## config.mk

```make
export PLATFORM = sky130hd
export DESIGN_NAME = dp_mpp_ctrl
export DESIGN_NICKNAME = d
export VERILOG_FILES = /design/src/rtl/dp_mpp_ctrl.sv
export SDC_FILE = /design/constraint.sdc
export NUM_CORES = 1
export LEC_CHECK = 0
export ABC_AREA = 1
export CORE_MARGIN = 3
export CORE_UTILIZATION = 51
export CTS_CLUSTER_SIZE = 28
export DETAILED_ROUTE_END_ITERATION = 8
export HOLD_SLACK_MARGIN = 0.12
export PLACE_DENSITY = 0.8
export SLEW_MARGIN = 20
export SYNTH_ARGS = -nofsm -noshare
export SYNTH_HDL_FRONTEND = slang
export SYNTH_SLANG_ARGS = --single-unit
```

## constraint.sdc

```tcl
create_clock -name clk -period 2.5 [get_ports clk]
set_clock_uncertainty 0.15 [all_clocks]
set_input_delay 0.375 -clock clk [delete_from_list [all_inputs] [get_ports clk]]
set_output_delay 0.375 -clock clk [all_outputs]
set_load 0.05 [all_outputs]
```

## src/rtl/dp_mpp_ctrl.sv

```systemverilog
// Rotation controller for the dp multi-ping-pong buffer set: assigns fill/NTT/consume
// roles to NUM_BUF banks, gates rotation on sticky per-core dones and issues start pulses.
module dp_mpp_ctrl #(
  parameter int NUM_BUF       = 3,
  parameter int LOG_NUM_BUF   = 2,
  parameter int NUM_CORE      = 2,
  parameter int NUM_SPLIT     = 4,
  parameter int LOG_NUM_SPLIT = 2
) (
  input  logic                     clk,
  input  logic                     rst,
  input  logic [1:0]               i_mode,
  input  logic [LOG_NUM_SPLIT-1:0] i_idx_split,
  input  logic                     i_fill_done,
  input  logic                     i_flush,
  input  logic [NUM_CORE-1:0]      i_ntt_done,
  input  logic [NUM_CORE-1:0]      i_madd_done,
  input  logic [NUM_CORE-1:0]      i_wruram_done,
  output logic [LOG_NUM_BUF-1:0]   o_fill_buf,
  output logic [LOG_NUM_BUF-1:0]   o_ntt_buf,
  output logic [LOG_NUM_BUF-1:0]   o_cons_buf,
  output logic                     o_ntt_start,
  output logic                     o_madd_start,
  output logic                     o_wruram_start,
  output logic [1:0]               o_cons_mode,
  output logic [LOG_NUM_SPLIT-1:0] o_cons_idx_split,
  output logic                     o_rotate,
  output logic                     o_busy,
  output logic                     o_err
);

  localparam logic [1:0] MODE_VEC = 2'b01;
  localparam logic [1:0] MODE_MAT = 2'b10;
  localparam logic [LOG_NUM_BUF-1:0] LAST_BUF = LOG_NUM_BUF'(NUM_BUF - 1);
  // Split tags are carried at LOG_NUM_SPLIT bits; the split count itself is informational.
  localparam int unused_num_split = NUM_SPLIT;

  logic [LOG_NUM_BUF-1:0]   ptr;
  logic                     f_done;
  logic [1:0]               f_mode;
  logic [LOG_NUM_SPLIT-1:0] f_split;
  logic                     v_ntt;
  logic [1:0]               n_mode;
  logic [LOG_NUM_SPLIT-1:0] n_split;
  logic                     v_cons;
  logic [1:0]               c_mode;
  logic [LOG_NUM_SPLIT-1:0] c_split;
  logic [NUM_CORE-1:0]      n_done;
  logic [NUM_CORE-1:0]      c_done;

  logic                     cons_mode_ok;
  logic [NUM_CORE-1:0]      cons_done_in;
  logic                     fill_valid;
  logic                     fill_rdy;
  logic                     ntt_rdy;
  logic                     cons_rdy;
  logic                     rot;
  logic                     err_now;
  logic [1:0]               fill_mode_nxt;
  logic [LOG_NUM_SPLIT-1:0] fill_split_nxt;
  logic [LOG_NUM_BUF-1:0]   ptr_nxt;

  function automatic logic [LOG_NUM_BUF-1:0] buf_back(input logic [LOG_NUM_BUF-1:0] p,
                                                      input int k);
    int s;
    s = int'(p) - k;
    if (s < 0) s = s + NUM_BUF;
    return LOG_NUM_BUF'(s);
  endfunction

  // Rotation decision: same-cycle dones are folded in so they close the current epoch
  always_comb begin
    cons_mode_ok   = (c_mode == MODE_VEC) || (c_mode == MODE_MAT);
    cons_done_in   = '0;
    if (c_mode == MODE_MAT) cons_done_in = i_madd_done;
    if (c_mode == MODE_VEC) cons_done_in = i_wruram_done;
    fill_valid     = f_done | i_fill_done;
    fill_rdy       = fill_valid | i_flush;
    ntt_rdy        = !v_ntt | (&(n_done | i_ntt_done));
    cons_rdy       = !v_cons | (&(c_done | cons_done_in)) | !cons_mode_ok;
    // Hold off one cycle after a rotation so no epoch ends in its own start cycle.
    rot            = fill_rdy & ntt_rdy & cons_rdy & !o_rotate;
    err_now        = (i_fill_done & f_done)
                   | ((|i_ntt_done) & !v_ntt)
                   | (((|i_madd_done) | (|i_wruram_done)) & !v_cons)
                   | (v_cons & !cons_mode_ok);
    // A fresh fill in the closing cycle wins over a stale latched tag.
    fill_mode_nxt  = i_fill_done ? i_mode      : f_mode;
    fill_split_nxt = i_fill_done ? i_idx_split : f_split;
    ptr_nxt        = (ptr == LAST_BUF) ? '0 : ptr + LOG_NUM_BUF'(1);
  end

  // Epoch state and registered control pulses
  always_ff @(posedge clk or posedge rst) begin
    if (rst) begin
      ptr            <= '0;
      f_done         <= 1'b0;
      f_mode         <= '0;
      f_split        <= '0;
      v_ntt          <= 1'b0;
      n_mode         <= '0;
      n_split        <= '0;
      v_cons         <= 1'b0;
      c_mode         <= '0;
      c_split        <= '0;
      n_done         <= '0;
      c_done         <= '0;
      o_rotate       <= 1'b0;
      o_ntt_start    <= 1'b0;
      o_madd_start   <= 1'b0;
      o_wruram_start <= 1'b0;
      o_err          <= 1'b0;
    end else begin
      o_rotate       <= rot;
      o_ntt_start    <= rot & fill_valid;
      o_madd_start   <= rot & v_ntt & (n_mode == MODE_MAT);
      o_wruram_start <= rot & v_ntt & (n_mode == MODE_VEC);
      o_err          <= o_err | err_now;
      if (rot) begin
        ptr     <= ptr_nxt;
        v_cons  <= v_ntt;
        c_mode  <= n_mode;
        c_split <= n_split;
        v_ntt   <= fill_valid;
        n_mode  <= fill_mode_nxt;
        n_split <= fill_split_nxt;
        f_done  <= 1'b0;
        f_mode  <= '0;
        f_split <= '0;
        n_done  <= '0;
        c_done  <= '0;
      end else begin
        n_done <= n_done | i_ntt_done;
        c_done <= c_done | cons_done_in;
        if (i_fill_done) begin
          f_done  <= 1'b1;
          f_mode  <= i_mode;
          f_split <= i_idx_split;
        end
      end
    end
  end

  assign o_fill_buf       = ptr;
  assign o_ntt_buf        = buf_back(ptr, 1);
  assign o_cons_buf       = buf_back(ptr, 2);
  assign o_cons_mode      = c_mode;
  assign o_cons_idx_split = c_split;
  assign o_busy           = v_ntt | v_cons;

endmodule
```

=== After elaboration in Yosys (flattened, before gate mapping) ===
Index checks and enable logic that the tools add are counted.

* Add/subtract/negate cells: 5
* $lt $le $gt $ge: 2
* Eq/ne operators: 5
* Muxes and demuxes: 13
* Bitwise gates (word level): 24
* Reductions and logical operators: 11

{| class="wikitable"
|+ Operators by type and width
! kind !! count
|-
| 2-to-1 mux 2 bit || 11
|-
| bitwise AND 1 bit || 11
|-
| OR 1 bit || 11
|-
| adder 2 x 1 -> 2 bit, second input constant || 3
|-
| equality test 2 bit, second input constant || 3
|-
| less-than comparator 3 x 1 -> 1 bit, second input constant || 2
|-
| OR reduction 2 bit || 3
|-
| equality test 2 x 1 -> 1 bit, second input constant || 2
|-
| logical NOT 1 bit || 4
|-
| OR 2 bit || 2
|-
| AND reduction 2 bit || 2
|-
| subtractor 2 x 1 -> 3 bit, second input constant || 1
|-
| subtractor 2 x 2 -> 3 bit, second input constant || 1
|-
| 2-to-1 mux 1 bit || 2
|-
| nonzero test 2 bit || 1
|-
| logical OR 1 bit || 1
|}

* Flip-flop bits (word level): 26
* Output and inout bits: 16
* Word-level logic and storage cells: 77

=== Logic depth before layout (Yosys ltp) ===
Gate-level depths: netlist (run 1).

* Depth in word-level cells: 11
* Mapped depth: 11

=== Worst setup path before layout (run 1) ===
Ideal clock, no wire load.

* Path kind: register to output
* Start: reg ptr[0], in the netlist o_fill_buf[0]
* End: out o_ntt_buf[1]
* Data arrival time: 1.668 ns
* Required time: 1.975 ns
* Setup slack: 0.307 ns
* Stages on the path, launching flop included: 5
* Buffers on the path: 1
* Cell sequence: dfrtp_1 -> inv_1 -> ha_1 -> inv_1 -> buf_4

* Cells in the longest elaborated chain, start to end: 3
* Elaborated cells between the ends (all ways): 4
* Classes of those cells: 2 x add/sub; 1 x order compare; 1 x mux

{| class="wikitable"
|+ RTL lines
! item !! line !! RTL
|-
| start, declared || 38 || <nowiki>logic [LOG_NUM_BUF-1:0] ptr;</nowiki>
|-
| start signal, assigned || 120 || <nowiki>ptr <= ptr_nxt;</nowiki>
|-
| subtractor 2 x 1 -> 3 bit * || 66 || <nowiki>s = int'(p) - k;</nowiki>
|-
| less-than comparator 3 x 1 -> 1 bit / adder 2 x 1 -> 2 bit (equally long branches) || 67 || <nowiki>if (s < 0) s = s + NUM_BUF;</nowiki>
|-
| 2-to-1 mux 2 bit * || 67 ||
|-
| end, declared || 20 || <nowiki>output logic [LOG_NUM_BUF-1:0] o_ntt_buf,</nowiki>
|}

Every way passes the cells marked *; elsewhere a longest branch is shown, timed or not.

=== Worst setup path after layout (run 1) ===
* Start: reg ptr[1], in the netlist o_fill_buf[1]
* End: out o_cons_buf[1]

* Cells in the longest elaborated chain, start to end: 3
* Elaborated cells between the ends (all ways): 4
* Classes of those cells: 2 x add/sub; 1 x order compare; 1 x mux

{| class="wikitable"
|+ RTL lines
! item !! line !! RTL
|-
| subtractor 2 x 2 -> 3 bit * || 66 ||
|-
| less-than comparator 3 x 1 -> 1 bit / adder 2 x 1 -> 2 bit (equally long branches) || 67 ||
|-
| 2-to-1 mux 2 bit * || 67 ||
|-
| end, declared || 21 || <nowiki>output logic [LOG_NUM_BUF-1:0] o_cons_buf,</nowiki>
|}

Marked as above.

==> impl_results.md, run 1 <==
- Result of the run: completed
- Footprint of the multi-input gates: 439.2 um^2
- Clock tree from TritonCTS: yes
- Setup repair after global routing missed its margin: false
- Slew @ Worst Pin: 0.5078 ns
- Placement Rows: 17
- Clock input transition at the sequential cells of the worst setup and hold paths: 0.14 ns
- Tightest Hold Check Type: in2async
- X dimension of the die: 55.43 um
- Number of antenna violations at the first check in global routing: 0
- Final design instance area without fill: 1585 um^2
- LEAKAGE: between 0.0008 and 0.0009 uW
- Slack of the worst reg-to-reg path: 0.68 ns
- Total track usage: 0.1624
- Number of global-route vias before repair: 927
- Ratio of final minimum period to clock period: 0.9438
- Synthesized net count: 163
- Cell count after synthesis: 144
- Router iterations before antenna repair: 4
- Placed Area: 1531 um^2
- Standard cell core area: roughly 2300 um^2
- Worst Path Arrival: between 1.5 and 2 ns
- Total detailed-routing wirelength: 2.246 mm
- Syn Std Cell Area: roughly 1200 um^2
- Hold buffer count at cts: 0
- Number of library cell types mapped by synthesis: 17
- Startpoint type of the worst setup path: flip-flop
- Total negative slack: 0 ns
- Peak VDD IR: about 0.0011 V
- Number of DRC violations after detailed-routing iteration 0: 25
- Remaining number of nets flagged by the antenna check after routing: 0
- Syn-to-layout area delta: 27.21%
- Maxcap violations: 0
- Category of the critical setup timing path: reg2out
- Minimum clock period after layout: 2.359 ns
- Total of fill cells in the finished design: around 190
- Number of nets in the layout: 194
- Worst rel slew slack: 0.6604
- CTS buffer count: 3
- Clock tree sinks: 26
- Max-slew violations: 0
- Overflow left after global routing: 0
- R2R Path Start: o_cons_mode[1]
- HPWL reported at the end of detailed placement: between 1.5 and 2 mm
- Critical Path Fanout Max: 4
- Avg Vias per Cell: slightly below 5
- Hold Violations, Final: 0
- Antenna Cells: 0
- Cell area power density: about 1500 nW/um^2
- Fmax: roughly 420 MHz
- I/O pin total: 30
- Maximum buffer depth of the clock tree: 2
- Gp weighted congestion: 0.7618
- Clock latency on the worst-skew pair: 0.33 ns
- Share of final-layout standard cells stronger than drive strength 1: 0.09770
- Count of H-tree levels built during CTS: 1
- Sequential cell area fraction in the yosys report: 0.5221
- Drt wl/cell: 11.12 um
- Endpoint required time on the critical path: approximately 2.0 ns
- Die area: ~3100 um^2
- Die H: 55.43 um
- Reg area: 650.6 um^2
- R2r worst-path depth: 10
- Count of port buffers added during placement: 29
- CP Capture Type: output port
- Mean area per synthesized cell: approximately 8.7 um^2
- Synthesized flop and latch total: 26
- Wire length of the first global-routing pass: 4.043 mm
- Maximum number of pins on one net before global-route repair: 27
- Cell at the root of the clock tree: sky130_fd_sc_hd__clkbuf_4
- Initial core utilization: 0.5527
- # setup viols final: 0
- Synthesis warning total: 0
- Most common library cell in the layout ignoring fill and taps: sky130_fd_sc_hd__nand2_1
- Commonest non-fill, non-tap cells in the layout: sky130_fd_sc_hd__nand2_1, sky130_fd_sc_hd__clkdlybuf4s50_1, sky130_fd_sc_hd__dfrtp_1
- Reg2Reg Capture Point: f_mode[0]
- Via count: 973
- Drc violations: 0
- Total power: 2323 uW
==> stage by stage <==
| stage | instances | setup slack (ns) | utilization | hold WS (ns) |
|---|---|---|---|---|
| after floorplan | 144 | 0.3067 | - | 0.2650 |
| after global placement | 198 | 0.4102 | 0.6792 | 0.3059 |
| after detailed placement | 198 | 0.3823 | 0.6792 | 0.3076 |
| after CTS | 202 | 0.0008378 | 0.7020 | 0.2439 |
| after global routing | 202 | 0.06711 | 0.7031 | 0.2806 |
| final | 202 | 0.1406 | 0.7031 | 0.2375 |
==> critical path, stage by stage (launching register included) <==
cell and delay, ns:
sky130_fd_sc_hd__dfrtp_1 0.44, sky130_fd_sc_hd__inv_1 0.09, sky130_fd_sc_hd__ha_1 0.17, sky130_fd_sc_hd__clkdlybuf4s50_1 0.80
==> power breakdown <==
group | internal, uW | leakage, uW | switching [uW] | total (uW)
combinational | 425 | 0.000484 | 901 | 1330
clock | 162 | 0.0000279 | 123 | 285
sequential | 607 | 0.000322 | 104 | 711
total | 1190 | 0.000833 | 1130 | 2320
==> kinds of logic (layout without fill, tap and decap cells) <==
| logic type | count (synthesis) | count (layout) | synth area share |
|---|---|---|---|
| buffers and inverters | 31 | 61 | 0.1255 |
| AND/OR/NAND/NOR | 73 | 73 | 0.2630 |
| flip-flops | 26 | 26 | 0.5221 |
| adder cells (fa/ha/maj) | 5 | 5 | 0.05020 |
| AO/OA/AOI/OAI | 9 | 9 | 0.03915 |
==> layer usage <==
layer,vias to the layer above,GRT usage,routed length [um]
li1,499,-,-
met1,445,0.2009,935
met2,26,0.2804,1183
met3,3,0.02103,100
met4,0,0.07292,27
met5,-,0,0
==> synth_stat cells <==
master / count / share of area
sky130_fd_sc_hd__a21oi_1: 3 / 0.012
sky130_fd_sc_hd__a31o_2: 1 / 0.0070
sky130_fd_sc_hd__buf_4: 2 / 0.012
sky130_fd_sc_hd__buf_6: 3 / 0.027
sky130_fd_sc_hd__clkbuf_8: 1 / 0.011
sky130_fd_sc_hd__dfrtp_1: 26 / 0.52
sky130_fd_sc_hd__ha_1: 5 / 0.050
sky130_fd_sc_hd__inv_1: 24 / 0.072
sky130_fd_sc_hd__inv_2: 1 / 0.0030
sky130_fd_sc_hd__nand2_1: 32 / 0.096
sky130_fd_sc_hd__nand2_2: 4 / 0.020
sky130_fd_sc_hd__nand2_4: 1 / 0.0090
sky130_fd_sc_hd__nand3_1: 15 / 0.060
sky130_fd_sc_hd__nor2_1: 18 / 0.054
sky130_fd_sc_hd__nor2_4: 2 / 0.018
sky130_fd_sc_hd__o21ai_0: 5 / 0.020
sky130_fd_sc_hd__or2_2: 1 / 0.0050
==> sequential cells by signal, indices dropped and copies added, names as in the netlist, 2 cells and up <==
register and flops:
c_done 2, f_mode 2, f_split 2, n_done 2, n_mode 2, n_split 2, o_cons_idx_split 2, o_cons_mode 2
o_fill_buf 2
==> cell type report <==
class,count,area share
Timing Repair Buffer,32,0.1981
Multi-Input combinational cell,87,0.2770
Inverter,25,0.05919
Clock buffer,3,0.01421
Sequential cell,26,0.4104
Clock inverter,1,0.01894
Tap cell,28,0.02210
==> how the worst max path moves through the flow <==
stage | slack (ns) | depth (start not counted) | end | start
5_1_grt | 0.07 | 3 | o_cons_buf[1] | o_fill_buf[1]
4_1_cts | 0.0008 | 4 | o_cons_buf[0] | o_fill_buf[0]
3_5_place_dp | 0.38 | 4 | o_ntt_buf[1] | o_fill_buf[0]
2_1_floorplan | 0.31 | 4 | o_ntt_buf[1] | o_fill_buf[0]
6_report | 0.14 | 3 | o_cons_buf[1] | o_fill_buf[1]
3_3_place_gp | 0.41 | 4 | o_cons_buf[0] | o_fill_buf[0]
==> what timing repair did <==
item	in CTS	in global routing
setup endpoints to repair	2	1
resized for setup	1	1
setup buffers	0	0
Power figures use the tool's default switching activity.
==> inputs of run 2 (changes only) <==
==> constraint.sdc (replaced) <==
create_clock -name clk -period 2.85 [get_ports clk]
set_clock_uncertainty 0.15 [all_clocks]
set_input_delay 0.4275 -clock clk [delete_from_list [all_inputs] [get_ports clk]]
set_output_delay 0.4275 -clock clk [all_outputs]
set_load 0.05 [all_outputs]
==> impl_results.md, run 2 (same netlist as run 1, synthesis figures left out) <==
- Wire length of the first global-routing pass: 3.891 mm
- Number of global-route vias before repair: ~890
- Drc violations: 0
- Cell at the root of the clock tree: sky130_fd_sc_hd__clkbuf_4
- Resized cells post-CTS: 0
- Worst rel slew slack: 0.6607
- Overflow left after global routing: 0
- # setup viols final: 0
- Number of standard cells in the final layout excluding fillers: 200
- Count of port buffers added during placement: 29
- Placement Rows: 17
- Hold Violations, Final: 0
- Remaining number of nets flagged by the antenna check after routing: 0
- Maximum buffer depth of the clock tree: 2
- Antenna Cells: 0
- Syn-to-layout area delta: 25.90%
- I/O pin total: 30
- Clock tree from TritonCTS: yes
- Total detailed-routing wirelength: roughly 2.2 mm
- Critical Path Fanout Max: 4
- DR WL met3: 95 um
- Fmax: about 390 MHz
- Number of DRC violations after detailed-routing iteration 0: 18
- Slack of the worst reg-to-reg path: 0.79 ns
- Tightest Hold Check Type: in2async
- Via count: 943
- R2R Path Start: o_cons_mode[1]
- Die area: about 3000 um^2
- CP Capture Type: output port
- Router iterations before antenna repair: 5
- Maximum number of pins on one net before global-route repair: 27
- Minimum clock period after layout: roughly 2.5 ns
- Total negative slack: 0 ns
- Fraction of power spent switching nets: 0.4859
- Clock input transition at the sequential cells of the worst setup and hold paths: 0.14 ns
- Maxcap violations: 0
- Placed Cells incl. Taps: ~200
- Setup repair after global routing missed its margin: false
- Gp weighted congestion: 0.7617
- Total track usage: 0.1585
- Slew @ Worst Pin: 0.5073 ns
- CTS buffer count: 3
- Net switching power of the design: roughly 990 uW
- Top metal layer carrying routed signals: met4
- Reg2Reg Capture Point: f_split[0]
- Endpoint required time on the critical path: around 2.3 ns
- Total of fill cells in the finished design: 189
- Standard cell core area: 2255 um^2
- Post-CTS setup buffer count: 0
- Cell area power density: 1295 nW/um^2
- Length of routed wiring on met1: around 950 um
- Number of nets in the layout: approximately 190
- Most common library cell in the layout ignoring fill and taps: sky130_fd_sc_hd__nand2_1
- Avg Vias per Cell: 4.715
- Clk network pwr share: 0.124
- Combinational share of power: 0.569
- Die H: 55.43 um
- Clock tree sinks: 26
- Peak VDD IR: 0.0008375 V
- Proportion of power drawn by flip-flops and latches: 0.307
- Hold buffer count at cts: 0
- Wire length on met2: 1.148 mm
- Ratio of final minimum period to clock period: 0.8934
- Internal power: 1045 uW
- Drt wl/cell: 11.06 um
- Category of the critical setup timing path: reg2out
- X dimension of the die: 55.43 um
- Number of antenna violations at the first check in global routing: 0
- Count of H-tree levels built during CTS: 1
- Startpoint type of the worst setup path: flip-flop
- Clock latency on the worst-skew pair: about 0.32 ns
- Max-slew violations: 0
- Commonest non-fill, non-tap cells in the layout: sky130_fd_sc_hd__nand2_1, sky130_fd_sc_hd__clkdlybuf4s50_1, sky130_fd_sc_hd__dfrtp_1
- LEAKAGE: around 0.00082 uW
- Initial core utilization: 0.5527
- HPWL reported at the end of detailed placement: 1.710 mm
- Share of final-layout standard cells stronger than drive strength 1: 0.08721
- R2r worst-path depth: 10
- Worst Path Arrival: slightly below 2 ns
- Result of the run: completed
==> run 2: cell types whose count changed in the layout (fill, tap and decap cells not counted), sizes merged <==
cell           previous run  this run
buf                       3         1
clkdlybuf4s50            27        29
dlygate4sd2               1         0
dlymetal6s2s              1         0
==> run 2: area by class of cell <==
| class | count | area [um^2] | area share |
|---|---|---|---|
| inverter | 25 | 93.84 | 0.05981 |
| tap | 28 | 35.03 | 0.02233 |
| multi-input combinational | 87 | 439.2 | 0.2799 |
| sequential | 26 | 650.6 | 0.4147 |
| clock inverter | 1 | 30.03 | 0.01914 |
| clock buffer | 3 | 22.52 | 0.01435 |
| timing repair buffer | 30 | 297.8 | 0.1898 |
==> run 2: stage by stage <==
step | area, um^2 | power [uW] | hold slack [ns] | worst slack (ns) | utilization
final | 1569 | 2033 | 0.2910 | 0.3039 | 0.6959
after global routing | 1569 | 2191 | 0.3044 | 0.1840 | 0.6959
after CTS | 1569 | 2052 | 0.2869 | 0.2706 | 0.6959
after detailed placement | 1516 | 1801 | 0.3083 | 0.5373 | 0.6726
after global placement | 1516 | 1766 | 0.3113 | 0.6118 | 0.6726
after floorplan | 1246 | 1549 | 0.2925 | 0.6042 | -
==> run 2: critical path, cell delays in order, from the launching register on <==
cell	delay, ns
sky130_fd_sc_hd__dfrtp_1	0.42
sky130_fd_sc_hd__inv_1	0.08
sky130_fd_sc_hd__ha_1	0.28
sky130_fd_sc_hd__inv_1	0.07
sky130_fd_sc_hd__clkdlybuf4s50_1	0.80
==> run 2: per-layer routing <==
metal / GRT usage / up-vias
met5: 0 / -
met1: 0.1934 / 431
met4: 0.06944 / 0
met3: 0.03037 / 4
met2: 0.2703 / 22
li1: - / 486
==> run 2: worst max path at each step <==
stage | start | endpoint | slack (ns) | cells after the start
final | o_fill_buf[0] | o_cons_buf[0] | 0.30 | 4
after global routing | o_fill_buf[1] | o_ntt_buf[1] | 0.18 | 4
after CTS | o_fill_buf[0] | o_cons_buf[0] | 0.27 | 4
after detailed placement | i_fill_done | f_split[0] | 0.54 | 8
after global placement | i_fill_done | f_mode[1] | 0.61 | 8
after floorplan | o_fill_buf[0] | o_ntt_buf[1] | 0.60 | 4
==> run 2: power groups by stage <==
stage | clock network, uW | logic (uW) | registers (uW)
after floorplan | 0 | 735 | 814
after global placement | 0 | 1140 | 628
after detailed placement | 0 | 1160 | 636
after CTS | 259 | 1170 | 627
after global routing | 279 | 1270 | 646
final | 252 | 1160 | 624
==> inputs of run 3 (changes only) <==
--- a/config.mk
+++ b/config.mk
@@ -12,6 +12,7 @@
 export DETAILED_ROUTE_END_ITERATION = 8
 export HOLD_SLACK_MARGIN = 0.12
 export PLACE_DENSITY = 0.8
+export SETUP_SLACK_MARGIN = 0.1
 export SLEW_MARGIN = 20
 export SYNTH_ARGS = -nofsm -noshare
 export SYNTH_HDL_FRONTEND = slang
==> results of run 3 <==
No change in the layout: final DEF, timing and power equal those of run 2.
